## config.mk

```make
export PLATFORM = sky130hd
export DESIGN_NAME = vec_seq
export DESIGN_NICKNAME = d
export VERILOG_FILES = /design/src/rtl/vec_seq_pkg.sv /design/src/rtl/vec_seq_timer.sv /design/src/rtl/vec_seq.sv
export SDC_FILE = /design/constraint.sdc
export NUM_CORES = 1
export LEC_CHECK = 0
export ABC_AREA = 1
export BUFFER_PORTS_ARGS = -buffer_cell sky130_fd_sc_hd__buf_2
export CORE_MARGIN = 5
export CORE_UTILIZATION = 49
export DETAILED_ROUTE_END_ITERATION = 12
export GPL_TIMING_DRIVEN = 0
export MAX_ROUTING_LAYER = met4
export PLACE_DENSITY_LB_ADDON = 0.2
export SKIP_CTS_REPAIR_TIMING = 1
export SYNTH_ARGS = -nofsm -noshare
export SYNTH_HDL_FRONTEND = slang
export SYNTH_SLANG_ARGS = --single-unit
```

## constraint.sdc

```tcl
create_clock -name clk -period 1.8 [get_ports clk]
set_clock_uncertainty 0.1 [all_clocks]
set_input_delay 0.36 -clock clk [delete_from_list [all_inputs] [get_ports clk]]
set_output_delay 0.36 -clock clk [all_outputs]
set_load 0.02 [all_outputs]
```

## src/rtl/vec_seq_pkg.sv

```systemverilog
// Shared types and sizes for the vec_seq sweep sequencer.
package vec_seq_pkg;

   typedef enum logic [1:0] {
      IDLE = 2'd0,
      RUN  = 2'd1,
      DONE = 2'd2
   } state_t;

   localparam int NUM_VEC  = 16;
   localparam int RESULT_W = 32;

endpackage : vec_seq_pkg

```

## src/rtl/vec_seq_timer.sv

```systemverilog
// Dwell counter: counts 0..DWELL-1 while enabled and flags the final cycle of each dwell.
module vec_seq_timer #(
   parameter int DWELL = 10
) (
   input  logic clk,
   input  logic rst_n,
   input  logic clear,
   input  logic enable,
   output logic tc
);

   // A one-cycle dwell still needs a one-bit counter, which then sits at zero.
   localparam int CW = (DWELL > 1) ? $clog2(DWELL) : 1;

   logic [CW-1:0] cnt;

   assign tc = (cnt == CW'(DWELL - 1));

   always_ff @(posedge clk or negedge rst_n) begin
      if (!rst_n) begin
         cnt <= '0;
      end else if (clear) begin
         cnt <= '0;
      end else if (enable) begin
         cnt <= tc ? '0 : cnt + 1'b1;
      end
   end

endmodule : vec_seq_timer

```

## src/rtl/vec_seq.sv

```systemverilog
// Steps {a,b,c,d} through all 16 input vectors, holding each for DWELL cycles, and captures {y,z} per vector.
// Optional registered parity output res_par is built when VEC_SEQ_PARITY_EN is defined.
module vec_seq
   import vec_seq_pkg::*;
#(
   parameter int DWELL = 10
) (
   input  logic                clk,
   input  logic                rst_n,
   input  logic                start,
   input  logic                y,
   input  logic                z,
   output logic                a,
   output logic                b,
   output logic                c,
   output logic                d,
   output logic                busy,
   output logic                done,
   output logic [3:0]          vec_idx,
   output logic [RESULT_W-1:0] result
`ifdef VEC_SEQ_PARITY_EN
   ,
   output logic                res_par
`endif
);

   state_t state_q, state_d;
   logic   tc;
   logic   start_sweep;
   logic   capture;
   logic   last_vec;

   // start is only honoured outside RUN; a restart from DONE behaves exactly like one from IDLE.
   assign start_sweep = (state_q != RUN) && start;
   assign capture     = (state_q == RUN) && tc;
   assign last_vec    = (vec_idx == 4'(NUM_VEC - 1));

   vec_seq_timer #(
      .DWELL (DWELL)
   ) u_timer (
      .clk    (clk),
      .rst_n  (rst_n),
      .clear  (start_sweep),
      .enable (state_q == RUN),
      .tc     (tc)
   );

   always_comb begin
      state_d = state_q;
      unique case (state_q)
         IDLE:    if (start) state_d = RUN;
         RUN:     if (capture && last_vec) state_d = DONE;
         DONE:    if (start) state_d = RUN;
         default: state_d = IDLE;
      endcase
   end

   always_ff @(posedge clk or negedge rst_n) begin
      if (!rst_n) begin
         state_q <= IDLE;
      end else begin
         state_q <= state_d;
      end
   end

   // vec_idx wraps from 15 back to 0 on the final capture.
   always_ff @(posedge clk or negedge rst_n) begin
      if (!rst_n) begin
         vec_idx <= '0;
         result  <= '0;
      end else if (start_sweep) begin
         vec_idx <= '0;
         result  <= '0;
      end else if (capture) begin
         result[{vec_idx, 1'b0} +: 2] <= {y, z};
         vec_idx                      <= vec_idx + 1'b1;
      end
   end

   assign {a, b, c, d} = (state_q == RUN) ? vec_idx : 4'b0000;
   assign busy         = (state_q == RUN);
   assign done         = (state_q == DONE);

`ifdef VEC_SEQ_PARITY_EN
   // result only moves on capture or clear, so tracking it every cycle lands one cycle after each capture.
   always_ff @(posedge clk or negedge rst_n) begin
      if (!rst_n) begin
         res_par <= 1'b0;
      end else begin
         res_par <= ^result;
      end
   end
`endif

endmodule : vec_seq

```

==> flow_metrics.env <==
export IMPL_required_ps=1340
export IMPL_outcome="finished clean"
export IMPL_fmax_mhz=589
export IMPL_start_util_pct=51.4
export IMPL_drive_gt1_share_pct=35.2
export IMPL_p_per_area_nw_per_um2=1300
export IMPL_seq_area_sq_um=1050
export IMPL_clkPwrFrac_pct=16.5
export IMPL_worstPathMaxFanout=7
export IMPL_fin_crit_sh_pct=94.3
export IMPL_cts_buffer_depth=2
export IMPL_gp_congestion=0.915
export IMPL_cap_violations=0
export IMPL_fin_cells=390
export IMPL_syn_area_per_cell_sq_um=8.16
export IMPL_hold_violations=0
export IMPL_fill_cells=387
export IMPL_r2r_end="result[21]"
export IMPL_synth_top_area_cell="dfrtp_1"
export IMPL_clock_latency_ps=290
export IMPL_nNetsFinal=349
export IMPL_ioPinCount=47
export IMPL_num_antenna_cells=0
export IMPL_root_buffer="clkbuf_8"
export IMPL_synth_top_cell_area_share_pct=46.4
export IMPL_dp_cells=376
export IMPL_fin_setup_tns_ps=0
export IMPL_criticalPathCategory="flop to primary output"
export IMPL_antenna_found_initial=0
export IMPL_die_width_um=78.0
export IMPL_drt_total_wl_um=5410
export IMPL_arrival_ps=1240
export IMPL_drt_iter0_drc=101
export IMPL_power_frac_seq_pct=31.9
export IMPL_place_area_sq_um=2580
export IMPL_reg2reg_depth=10
export IMPL_final_util_pct=64.6
export IMPL_vias=2046
export IMPL_start_kind="flop"
export IMPL_clkTransAtPathRegs_ps=80
export IMPL_grt_max_degree=43
export IMPL_ir_drop_mv=0.582
export IMPL_multi_input_area_sq_um=1200
export IMPL_routed_via_density=5.25
export IMPL_rows=24
export IMPL_fin_area_sq_um=2850
export IMPL_yosysSeqAreaShare_pct=46.4
export IMPL_r2r_start="vec_idx[1]"
export IMPL_die_y_um=78.0
export IMPL_synth_cells=278
export IMPL_ys_ff_latch=42
export IMPL_hpwl_um=3920
export IMPL_fin_crit_ps=1700
export IMPL_hold_ws_ps=89.2
export IMPL_grtUsageTotal_pct=19.1
export IMPL_min_path_type="input pin to async pin"
export IMPL_cts_made_buffers=5
export IMPL_ys_top_cells_by_area="dfrtp_1 46%, nand3_1 11%, nand2_1 11%"
export IMPL_dr_pass1_iters=4
export IMPL_syn_to_final_growth_pct=25.8
export IMPL_ant_nets=0
export IMPL_port_buffers=46
export IMPL_crit_start="vec_idx[2]"
export IMPL_final_max_slew_viol_count=0
export IMPL_ff2ff_setup_slack_ps=100
export IMPL_power_switching_mw=1.70
export IMPL_core_area_sq_um=4410
export IMPL_grt_pass1_wl_um=9310
export IMPL_internal_power_mw=2.00
export IMPL_crit_path_end="b"
export IMPL_slew_headroom_pct=39.8
export IMPL_worstMarginPinSlew_ps=903
export IMPL_combPwrFrac_pct=51.6
export IMPL_post_drt_wl_per_cell_um=13.9
export IMPL_remaining_drc_errors=0
export IMPL_yosysWarnings=0
export IMPL_grt_overflow=0
export IMPL_htree_levels=2
export IMPL_synth_cell_types=26
export IMPL_synth_net_count=289
export IMPL_synth_area_sq_um=2270
export IMPL_cts_tree="done"
export IMPL_end_kind="primary output"
export IMPL_die_area_sq_um=6090
export IMPL_cts_sinks=42
export IMPL_grt_pass1_vias=2020
export IMPL_p_leak_nw=1.56
export IMPL_setup_violations=0
export IMPL_swShare_pct=45.9
-- registers in the layout, summed over array words and instances (netlist names) --
register,flops
result,32
state_q,2
u_timer.cnt,4
vec_idx,4
-- synthesized netlist by cell type (all sizes together) --
cell	instances
a21oi	1
buf	6
clkbuf	1
clkinv	2
dfrtp	42
ha	6
inv	26
nand2	80
nand3	54
nand4	12
nor2	32
nor3	4
o21ai	5
o22ai	4
xnor2	2
xor2	1
-- metal layers --
metal	routed length (um)	up-vias	global-route usage [%]
li1	-	1031	-
met1	2480	965	24.5
met2	2630	40	31.0
met3	219	10	3.32
met4	83	0	6.08
met5	0	-	-
-- through the flow --
| stage | worst slack (ps) | power (mW) |
|---|---|---|
| 2_1_floorplan | 0.112 | 2.35 |
| 3_3_place_gp | -92.4 | 2.67 |
| 3_5_place_dp | -109 | 2.70 |
| 4_1_cts | -133 | 3.31 |
| 5_1_grt | -1.34 | 3.95 |
| 6_report | 103 | 3.70 |
-- power by group through the flow --
stage                     clock network, mW  logic [mW]  registers [mW]
final                                 0.611        1.91            1.18
after global routing                  0.679        2.08            1.19
after CTS                             0.627        1.52            1.17
after detailed placement                  0        1.51            1.19
after global placement                    0        1.49            1.19
after floorplan                           0        1.10            1.25
-- placed cells by master, fill, tap and decap left out, drive strengths merged, types with 2 or more instances in the layout --
cell type  count
buf           58
clkbuf         8
clkinv         2
dfrtp         42
ha             6
inv           26
nand2         81
nand3         54
nand4         12
nor2          32
nor3           4
o21ai          5
o22ai          4
xnor2          2
-- cells by family (layout without fill, tap and decap cells) --
logic type / count (synthesis) / count (layout) / share of synthesized area (%)
simple gates: 182 / 183 / 39.8
flops: 42 / 42 / 46.4
buf+inv: 35 / 94 / 6.90
compound gates: 10 / 10 / 2.43
fa+ha+maj: 6 / 6 / 3.31
xor+xnor: 3 / 3 / 1.16
-- final cells by class --
type                       count  share of cell area, %
multi-input combinational    202                   42.0
sequential                    42                   36.9
timing repair buffer          53                   10.0
inverter                      28                   4.12
clock buffer                   7                   3.03
tap                           52                   2.28
buffer                         6                   1.54
-- critical path, stage by stage (launching register included) --
cell	delay, ps
dfrtp_1	550
inv_2	120
nor2_1	110
buf_2	160
-- worst min-delay path by stage --
stage | to | cells after the start | start
2_1_floorplan | result[0] | 0 | rst_n
3_3_place_gp | result[10] | 2 | result[10]
3_5_place_dp | result[24] | 2 | result[24]
4_1_cts | u_timer.cnt[2] | 1 | rst_n
5_1_grt | result[11] | 1 | rst_n
6_report | result[1] | 1 | rst_n
(Power assumes the default switching activity.)
